<file path="src/rtl/pe_run_controller_pkg.sv">
// Shared definitions for the PE run sequencer: FSM states and parameter defaults.
package pe_run_controller_pkg;

  typedef enum logic [1:0] {
    S_IDLE = 2'd0,
    S_LOAD = 2'd1,
    S_RUN  = 2'd2,
    S_DONE = 2'd3
  } state_e;

  localparam logic [31:0] HALT_INSN_DEF = 32'h0000_0073;
  localparam int unsigned CYC_W_DEF     = 16;

endpackage

</file>
<file path="src/rtl/pe_run_controller_if.sv">
// Host program-stream handshake between the loader (master) and the run controller (slave).
interface pe_run_controller_if #(
    parameter int unsigned DATA_W = 32
);
    logic              prog_valid;
    logic              prog_ready;
    logic [DATA_W-1:0] prog_data;
    logic              prog_last;

    modport master (output prog_valid, prog_data, prog_last, input  prog_ready);
    modport slave  (input  prog_valid, prog_data, prog_last, output prog_ready);
endinterface

</file>
<file path="src/rtl/pe_run_controller_cycle_counter.sv">
// Saturating run-cycle counter with synchronous clear and a "next count reaches limit" flag.
module pe_cycle_counter #(
    parameter int unsigned CYC_W = 16
) (
    input  logic             clk_i,
    input  logic             rst_ni,
    input  logic             clr_i,
    input  logic             en_i,
    input  logic [CYC_W-1:0] limit_i,
    output logic [CYC_W-1:0] count_o,
    output logic             at_limit_o
);
    logic [CYC_W-1:0] cnt_q, cnt_d;
    logic [CYC_W:0]   cnt_inc;

    always_ff @(posedge clk_i or negedge rst_ni) begin
        if (!rst_ni) cnt_q <= '0;
        else         cnt_q <= cnt_d;
    end

    always_comb begin
        cnt_d = cnt_q;
        if (clr_i)                   cnt_d = '0;
        else if (en_i && cnt_q != '1) cnt_d = cnt_q + 1'b1;
    end

    // Compared one bit wider so the increment cannot wrap; limit 0 means "no limit".
    assign cnt_inc    = {1'b0, cnt_q} + {{CYC_W{1'b0}}, 1'b1};
    assign at_limit_o = (limit_i != '0) && (cnt_inc == {1'b0, limit_i});
    assign count_o    = cnt_q;
endmodule

</file>
<file path="src/rtl/pe_run_controller.sv">
// Loads a program into PE imem, runs the PE until halt, reports status and cycle count.
// Optional watchdog enabled by defining PE_WATCHDOG_EN.
module pe_run_controller
  import pe_run_controller_pkg::*;
#(
    parameter int unsigned       DATA_W     = 32,
    parameter int unsigned       IMEM_DEPTH = 256,
    parameter int unsigned       CYC_W      = CYC_W_DEF,
    parameter logic [DATA_W-1:0] HALT_INSN  = DATA_W'(HALT_INSN_DEF),
    localparam int unsigned      AW         = $clog2(IMEM_DEPTH)
) (
    input  logic                clk,
    input  logic                rst,
    input  logic                start,
    pe_run_controller_if.slave  prog,
    output logic                imem_we,
    output logic [AW-1:0]       imem_waddr,
    output logic [DATA_W-1:0]   imem_wdata,
    output logic                pe_rst,
    input  logic [DATA_W-1:0]   pe_instr,
    input  logic [CYC_W-1:0]    max_cycles,
    output logic                busy,
    output logic                done,
    output logic                halted_ok,
    output logic                timeout,
    output logic [CYC_W-1:0]    cycle_count
);
`ifdef PE_WATCHDOG_EN
    localparam bit WD_EN = 1'b1;
`else
    localparam bit WD_EN = 1'b0;
`endif
    localparam logic [AW-1:0] LAST_ADDR = AW'(IMEM_DEPTH - 1);

    state_e        state_q, state_d;
    logic [AW-1:0] waddr_q, waddr_d;
    logic          halted_q, halted_d;
    logic          timeout_q, timeout_d;
    logic          hs, halt_hit, wd_hit, at_limit, cnt_clr, cnt_en;

    pe_cycle_counter #(.CYC_W(CYC_W)) u_cnt (
        .clk_i      (clk),
        .rst_ni     (rst),
        .clr_i      (cnt_clr),
        .en_i       (cnt_en),
        .limit_i    (max_cycles),
        .count_o    (cycle_count),
        .at_limit_o (at_limit)
    );

    assign halt_hit = (pe_instr == HALT_INSN);
    assign wd_hit   = WD_EN & at_limit;

    always_ff @(posedge clk or negedge rst) begin
        if (!rst) begin
            state_q   <= S_IDLE;
            waddr_q   <= '0;
            halted_q  <= 1'b0;
            timeout_q <= 1'b0;
        end else begin
            state_q   <= state_d;
            waddr_q   <= waddr_d;
            halted_q  <= halted_d;
            timeout_q <= timeout_d;
        end
    end

    always_comb begin
        state_d   = state_q;
        waddr_d   = waddr_q;
        halted_d  = halted_q;
        timeout_d = timeout_q;
        cnt_clr   = 1'b0;
        cnt_en    = 1'b0;
        unique case (state_q)
            S_IDLE, S_DONE: if (start) begin
                state_d   = S_LOAD;
                waddr_d   = '0;
                halted_d  = 1'b0;
                timeout_d = 1'b0;
                cnt_clr   = 1'b1;
            end
            S_LOAD: if (hs) begin
                // Address holds at the top word so a full-depth load never wraps to 0.
                if (waddr_q != LAST_ADDR) waddr_d = waddr_q + 1'b1;
                if (prog.prog_last || waddr_q == LAST_ADDR) state_d = S_RUN;
            end
            S_RUN: begin
                cnt_en = 1'b1;
                if (halt_hit) begin
                    halted_d = 1'b1;
                    state_d  = S_DONE;
                end else if (wd_hit) begin
                    timeout_d = 1'b1;
                    state_d   = S_DONE;
                end
            end
            default: state_d = S_IDLE;
        endcase
    end

    always_comb begin
        prog.prog_ready = (state_q == S_LOAD);
        hs              = prog.prog_ready & prog.prog_valid;
        imem_we         = hs;
        imem_waddr      = waddr_q;
        imem_wdata      = (state_q == S_LOAD) ? prog.prog_data : '0;
        pe_rst          = (state_q == S_RUN);
        busy            = (state_q == S_LOAD) || (state_q == S_RUN);
        done            = (state_q == S_DONE);
        halted_ok       = halted_q;
        timeout         = timeout_q;
    end
endmodule

</file>
<file path="src/flat_wrapper.sv">
// flat-port wrapper written by rule: the top's interface ports become plain ports
module pe_run_controller_flat import pe_run_controller_pkg::*;
#(
    parameter int unsigned       DATA_W     = 32,
    parameter int unsigned       IMEM_DEPTH = 256,
    parameter int unsigned       CYC_W      = CYC_W_DEF,
    parameter logic [DATA_W-1:0] HALT_INSN  = DATA_W'(HALT_INSN_DEF),
    localparam int unsigned      AW         = $clog2(IMEM_DEPTH)
)
  (clk, rst, start, imem_we, imem_waddr, imem_wdata, pe_rst, pe_instr, max_cycles, busy, done, halted_ok, timeout, cycle_count, prog_prog_valid, prog_prog_data, prog_prog_last, prog_prog_ready);
  pe_run_controller_if #(.DATA_W(DATA_W)) prog_i ();
  input  logic clk;
  input  logic rst;
  input  logic start;
  output logic imem_we;
  output logic [AW-1:0] imem_waddr;
  output logic [DATA_W-1:0] imem_wdata;
  output logic pe_rst;
  input  logic [DATA_W-1:0] pe_instr;
  input  logic [CYC_W-1:0] max_cycles;
  output logic busy;
  output logic done;
  output logic halted_ok;
  output logic timeout;
  output logic [CYC_W-1:0] cycle_count;
  input wire logic [$bits(prog_i.prog_valid)-1:0] prog_prog_valid;
  input wire logic [$bits(prog_i.prog_data)-1:0] prog_prog_data;
  input wire logic [$bits(prog_i.prog_last)-1:0] prog_prog_last;
  output wire logic [$bits(prog_i.prog_ready)-1:0] prog_prog_ready;
  assign prog_i.prog_valid = prog_prog_valid;
  assign prog_i.prog_data = prog_prog_data;
  assign prog_i.prog_last = prog_prog_last;
  assign prog_prog_ready = prog_i.prog_ready;
  pe_run_controller #(.DATA_W(DATA_W), .IMEM_DEPTH(IMEM_DEPTH), .CYC_W(CYC_W), .HALT_INSN(HALT_INSN)) u_core (.clk(clk), .rst(rst), .start(start), .prog(prog_i), .imem_we(imem_we), .imem_waddr(imem_waddr), .imem_wdata(imem_wdata), .pe_rst(pe_rst), .pe_instr(pe_instr), .max_cycles(max_cycles), .busy(busy), .done(done), .halted_ok(halted_ok), .timeout(timeout), .cycle_count(cycle_count));
endmodule
</file>
<file path="config.mk">
export PLATFORM = sky130hd
export DESIGN_NAME = pe_run_controller_flat
export DESIGN_NICKNAME = d
export VERILOG_FILES = /design/src/rtl/pe_run_controller_pkg.sv /design/src/rtl/pe_run_controller_if.sv /design/src/rtl/pe_run_controller_cycle_counter.sv /design/src/rtl/pe_run_controller.sv /design/src/flat_wrapper.sv
export SDC_FILE = /design/constraint.sdc
export NUM_CORES = 1
export LEC_CHECK = 0
export BUFFER_PORTS_ARGS = -buffer_cell sky130_fd_sc_hd__buf_2
export CAP_MARGIN = 15
export CELL_PAD_IN_SITES_DETAIL_PLACEMENT = 1
export CELL_PAD_IN_SITES_GLOBAL_PLACEMENT = 2
export CORE_MARGIN = 2
export CORE_UTILIZATION = 20
export DETAILED_ROUTE_END_ITERATION = 7
export HOLD_SLACK_MARGIN = 0.15
export PLACE_DENSITY = 0.86
export SLEW_MARGIN = 20
export SYNTH_ARGS = -nofsm -noshare
export SYNTH_HDL_FRONTEND = slang
export SYNTH_SLANG_ARGS = --single-unit
</file>
<file path="constraint.sdc">
create_clock -name clk -period 2.31 [get_ports clk]
set_input_delay 0.462 -clock clk [delete_from_list [all_inputs] [get_ports clk]]
set_output_delay 0.462 -clock clk [all_outputs]
set_load 0.02 [all_outputs]
</file>
==> metrics.md, run 1 <==
| Metric | Value |
|---|---|
| Inst Count DP | `453` |
| Worst slew margin | `0.491` |
| Largest net degree at the start of global routing | `30` |
| R2r endpoint | `u_core.u_cnt.count_o[4]` |
| Max VDD drop | `195 µV` |
| Initial core utilization | `0.204` |
| Detailed Place HPWL | `5070 µm` |
| Outcome | `complete, no violations` |
| Synth Warn # | `0` |
| Clk_lat worst skew | `0.29 ns` |
| Final ANT Viol Nets | `0` |
| Largest stage delay on the critical path | `0.43 ns` |
| #FFs+latches synth | `27` |
| Reg-to-reg setup timing slack | `0.35 ns` |
| Post-cts gate resize count | `0` |
| Kind of critical path | `reg2out` |
| PortBufs | `130` |
| Hold Violations, Final | `0` |
| Vias in the first global route | `2,119` |
| Initial antenna violation count | `0` |
| Worst Reg-to-Reg Cells | `4` |
| CP Capture Type | `primary output` |
| Std-Cell Rows | `35` |
| FMAX | `0.499 GHz` |
| Worst Setup Start Kind | `flop` |
| Minimum clock period | `2.00 ns` |
| Leak pwr | `1.39 nW` |
| First-pass GRT wire length | `10,200 µm` |
| Final setup viols | `0` |
| Peak fanout along the critical path | `29` |
| IO Pins | `148` |
| Register area share after synthesis | `0.362` |
| Area of the mapped netlist | `0.00187 mm²` |
| Number of fillers in the final layout | `1,130` |
| Clk sinks | `27` |
| Longest Clk Path Bufs | `2` |
| DRC Markers | `0` |
| Stages on worst setup path | `5` |
| RSZ-0062 raised after global routing | `no` |
| N_diodes | `0` |
| Routed wire length per instance | `13.6 µm` |
| Cells after Synth | `216` |
| Asr flop ratio synth | `1.00` |
| H-tree levels | `1` |
| Post-CTS setup buffer count | `0` |
| Grt total ovfl | `0` |
| CTS root buf | `clkbuf_8` |
| Cts bufs inserted | `3` |
| Vias per cell | `4.60` |
| Synth cell types | `46` |
| Final Net Count | `438` |
| Setup crit end | `imem_wdata[6]` |
| Crit path launch | `u_core.state_q[1]` |
| Worst r2r src | `u_core.u_cnt.count_o[12]` |
| Max Transition Viols Final | `0` |
| DR vias | `2,101` |
| Gr usage total | `0.122` |
| CTS tree | `yes` |
| Synth Area per Inst | `8.64 µm²` |
| Final WS setup | `0.305 ns` |
| Crit-path cells | `inv_1 > ha_1 > buf_4 > and2_1 > buf_2` |
| Design Power | `2.34 mW` |
| Core Region | `0.00915 mm²` |
| Cell Pwr Density | `867 mW/mm²` |
| Clock slew at reported path FFs | `0.11 ns` |
| GPL Wtd Cong | `0.738` |
| Initial DRC Count | `57` |
| MaxCap Viol Count | `0` |
| Setup Skew | `0.0124 ns` |
| Top FF cell, synth | `dfrtp_1` |
| Critical-path top delay cell | `dfrtp_1` |
| Layout cells sized above 1 | `0.431` |
| Full die area | `0.0101 mm²` |
| Tcrit/Tclk final | `0.868` |
| Crit-path leading delay family | `buffers and inverters` |
| Arr. time, crit path | `1.54 ns` |
| Area of the multi-input gates | `0.00112 mm²` |
| Dpl ws | `0.309 ns` |
| Worst Hold Class | `in2async` |
| Synthesis-to-layout area growth | `44.2%` |
| Drt total wl | `6230 µm` |
| Register area | `676 µm²` |
| EDFF count, synth | `0` |
| Tightest Pin Transition | `0.760 ns` |
| Die width | `101 µm` |
| Crit path required time | `1.85 ns` |
| Die Ht | `101 µm` |
| Final cell count without fillers | `457` |
| Syn_nets | `307` |
| Drt pass-1 iters | `4` |
| Post-route setup TNS | `0 ns` |
| Crit path buffers/inverters | `3` |
| Post-cts hold buffer count | `0` |
## cells by family (layout without fill, tap and decap cells)
family                     Yosys count  in the layout  share of synthesized area
AOI/OAI and AO/OA                   26             26                      0.107
and+or+nand+nor                    129            129                      0.392
DFF                                 27             27                      0.362
buffers and inverters               15            145                     0.0389
muxes                                3              3                     0.0161
xor gates and xnor gates             9              9                     0.0422
adders and majority gates            6              6                     0.0402
other                                1              1                    0.00201
## per-layer routing
layer  up-vias  routed length, µm  GRT usage
li1       1015                  -          -
met1      1019               2650      0.150
met2        63               3230      0.224
met3         4                297     0.0139
met4         0                 54     0.0337
met5         -                  0          0
## where the power goes
part,internal (mW),switching [mW],total (mW)
combinational,0.512,0.904,1.42
sequential,0.541,0.0853,0.626
clock,0.123,0.170,0.293
total,1.18,1.16,2.34
## worst min-delay path by stage
stage / to / slack [ns] / cells after the start
after detailed placement: u_core.imem_waddr[0] / 0.54 / 2
after global placement: u_core.imem_waddr[0] / 0.52 / 2
after global routing: u_core.u_cnt.count_o[11] / 0.23 / 1
after CTS: u_core.u_cnt.count_o[11] / 0.22 / 1
after floorplan: u_core.halted_ok / 0.17 / 0
final: u_core.u_cnt.count_o[9] / 0.20 / 1
## synth_stat cells (3+ instances only)
library cell	count	share of area
nor4_1	7	0.023
nand3_1	14	0.038
clkbuf_1	5	0.010
mux2i_1	3	0.016
and2_1	36	0.12
inv_1	6	0.012
dfrtp_1	27	0.36
a21oi_1	5	0.013
nor3_1	6	0.016
o21ai_0	8	0.021
nand2_1	20	0.040
nor2_1	19	0.038
xnor2_1	7	0.033
nand4_1	6	0.020
ha_1	6	0.040
## worst register-to-register path: stages, from the launching register on
cell and delay (ns):
dfrtp_1 0.45, nand4_1 0.26, o41ai_4 0.76, o21ai_0 0.24, a21oi_1 0.19
## cells in the final DEF (no fill, tap or decap), drive strengths merged, types with 5 or more instances in the layout
cell,Yosys,layout
inv,6,6
nand2,20,20
xnor2,7,7
dfrtp,27,27
buf,3,135
a21oi,5,5
o21ai,8,8
nand4,7,7
ha,6,6
nor2,20,20
nand3,14,14
nor3,6,6
nor4,8,8
and2,36,36
## registers in the layout, indices dropped and copies added (netlist names)
name                  cells
u_core.state_q            2
u_core.halted_ok          1
u_core.u_cnt.count_o     16
u_core.imem_waddr         8
## through the flow
step	hold slack, ns	utilization	area (µm²)
2_1_floorplan	0.166	-	1870
3_3_place_gp	0.524	0.289	2640
3_5_place_dp	0.544	0.289	2640
4_1_cts	0.221	0.294	2690
5_1_grt	0.230	0.294	2690
6_report	0.197	0.294	2690
## cell type report
class                           count  share of cell area
Clock inverter                      1             0.00279
Tap cell                          111              0.0516
Clock buffer                        3              0.0153
Sequential cell                    27               0.251
Timing Repair Buffer              135               0.256
Multi-Input combinational cell    174               0.415
Inverter                            6             0.00836
(Power assumes the default switching activity.)
==> run 2: changes to the inputs <==
- CELL_PAD_IN_SITES_DETAIL_PLACEMENT: 1 -> unset
- CELL_PAD_IN_SITES_GLOBAL_PLACEMENT: 2 -> unset
- CORE_UTILIZATION: 20 -> 40
==> run 2 against run 1 <==
  * Critical path depth stayed put
  * Final cell count is 13% lower
  * Routed wire length is 23% lower
==> metrics.md, run 2 (synthesis gave the netlist of run 1 again) <==
| Metric | Value |
|---|---|
| Drt pass-1 iters | `6 (+2)` |
| Clk sinks | `27 (unchanged)` |
| Area of the multi-input gates | `0.00112 mm² (unchanged)` |
| Worst slew margin | `0.518 (+0.0264)` |
| Gr usage total | `0.183 (+0.0609)` |
| FMAX | `0.489 GHz (-2.0%)` |
| Most frequent cells in the layout | `buf_2 (130), and2_1 (36), dfrtp_1 (27)` |
| N_diodes | `0 (unchanged)` |
| Largest register FFs | `16 (unchanged)` |
| Clock slew at reported path FFs | `0.10 ns (about the same)` |
| RSZ-0062 raised after global routing | `no` |
| Cell Pwr Density | `859 mW/mm² (-0.93%)` |
| Post-route setup TNS | `0 ns (unchanged)` |
| Tightest Pin Transition | `0.721 ns (-0.0395 ns)` |
| Final Util | `0.589 (+0.295)` |
| Post-cts gate resize count | `0 (unchanged)` |
| Cts bufs inserted | `3 (unchanged)` |
| Longest Clk Path Bufs | `2 (unchanged)` |
| DR vias | `2,006 (-4.5%)` |
| Grt total ovfl | `0 (unchanged)` |
| Initial core utilization | `0.423 (+0.219)` |
| Outcome | `complete, no violations` |
| Design Power | `2.24 mW (-4.3%)` |
| Fin area | `0.00260 mm² (-3.4%)` |
| PortBufs | `130 (unchanged)` |
| Worst r2r src | `u_core.state_q[0]` |
| Routed wire length per instance | `12.1 µm (-11%)` |
| Crit path required time | `1.85 ns (about the same)` |
| Arr. time, crit path | `1.58 ns (+0.04 ns)` |
| Drt total wl | `4800 µm (-23%)` |
| Final WS setup | `0.266 ns (-0.0399 ns)` |
| IO Pins | `148 (unchanged)` |
| Register area | `676 µm² (unchanged)` |
| Worst Reg-to-Reg Cells | `7 (+3)` |
| Number of fillers in the final layout | `399 (-65%)` |
| Setup Skew | `0.00789 ns (-0.00456 ns)` |
| Post-cts hold buffer count | `0 (unchanged)` |
| First-pass GRT wire length | `7890 µm (-23%)` |
| Clk_lat worst skew | `0.27 ns (-0.02 ns)` |
| Full die area | `0.00523 mm² (-48%)` |
| Layout cells sized above 1 | `0.427 (-0.00331)` |
| Vias per cell | `5.07 (+10%)` |
| Final cell count without fillers | `396 (-13%)` |
| GPL Wtd Cong | `0.797 (+8.1%)` |
| CP Capture Type | `primary output` |
| CTS tree | `yes` |
| Hold slack | `0.180 ns (-0.0163 ns)` |
| Tcrit/Tclk final | `0.885 (+0.0173)` |
| Std-Cell Rows | `24 (-31%)` |
| MaxCap Viol Count | `0 (unchanged)` |
| Reg-to-reg setup timing slack | `0.34 ns (about the same)` |
| DRC Markers | `0 (unchanged)` |
| R2r endpoint | `u_core.imem_waddr[5]` |
| Inst Count DP | `392 (-13%)` |
| H-tree levels | `1 (unchanged)` |
| Max Transition Viols Final | `0 (unchanged)` |
| Initial antenna violation count | `0 (unchanged)` |
| Initial DRC Count | `115 (+100%)` |
| DP Area | `0.00255 mm² (-3.4%)` |
| Max VDD drop | `396 µV (+100%)` |
| Die Ht | `72.3 µm (-28%)` |
| Final setup viols | `0 (unchanged)` |
| Dpl ws | `0.360 ns (+0.0513 ns)` |
| Vias in the first global route | `1,830 (-14%)` |
| Post-CTS setup buffer count | `0 (unchanged)` |
| Peak fanout along the critical path | `31 (+6.9%)` |
| Largest net degree at the start of global routing | `32 (+6.7%)` |
| CTS root buf | `clkbuf_8` |
| Detailed Place HPWL | `3880 µm (-24%)` |
| Leak pwr | `1.39 nW (-0.47%)` |
| Hold Violations, Final | `0 (unchanged)` |
| Minimum clock period | `2.04 ns (+0.0399 ns)` |
| Kind of critical path | `reg2out` |
| Final Net Count | `436 (-0.46%)` |
| Core Region | `0.00441 mm² (-52%)` |
| Worst Setup Start Kind | `flop` |
| Die width | `72.3 µm (-28%)` |
| Final ANT Viol Nets | `0 (unchanged)` |
| Worst Hold Class | `in2async` |
| Most common cell after layout, fill and taps aside | `buf_2` |
| Synthesis-to-layout area growth | `39.3%` |
run 2: changes by cell type in the layout (fill, tap and decap cells not counted):
| cell | delta |
|---|---|
| clkinvlp_4 | -1 |
| clkinv_2 | +1 |
| buf_4 | -2 |
run 2: how the worst max path moves through the flow:
stage | from | endpoint | slack, ns
after floorplan | u_core.state_q[1] | u_core.imem_waddr[4] | 0.36
after global placement | u_core.state_q[0] | u_core.imem_waddr[2] | 0.39
after detailed placement | u_core.state_q[0] | u_core.imem_waddr[5] | 0.36
after CTS | u_core.state_q[1] | imem_wdata[12] | 0.25
after global routing | u_core.state_q[1] | imem_wdata[12] | 0.14
final | u_core.state_q[1] | imem_wdata[12] | 0.27
run 2: per-layer routing:
metal,up-vias,global-route usage,wire length [µm]
met1,917,0.234,2030
met2,71,0.332,2450
met5,-,0,0
met4,0,0.0419,25
li1,1016,-,-
met3,2,0.0194,300
run 2: power by group:
group / internal [mW] / leakage [nW] / switching (mW)
logic: 0.491 / 0.997 / 0.858
registers: 0.541 / 0.366 / 0.0800
clock network: 0.121 / 0.0255 / 0.145
run 2: critical path, cell delays in order (launching register included):
cell and delay [ns]:
dfrtp_1 0.42, inv_1 0.09, ha_1 0.20, buf_4 0.27
and2_1 0.18, buf_2 0.16
run 2: final cells by class:
cell class,count,share of cell area
Multi-Input combinational cell,174,0.430
Sequential cell,27,0.260
Timing Repair Buffer,133,0.259
Tap cell,52,0.0250
Clock buffer,3,0.0159
Inverter,6,0.00866
Clock inverter,1,0.00192
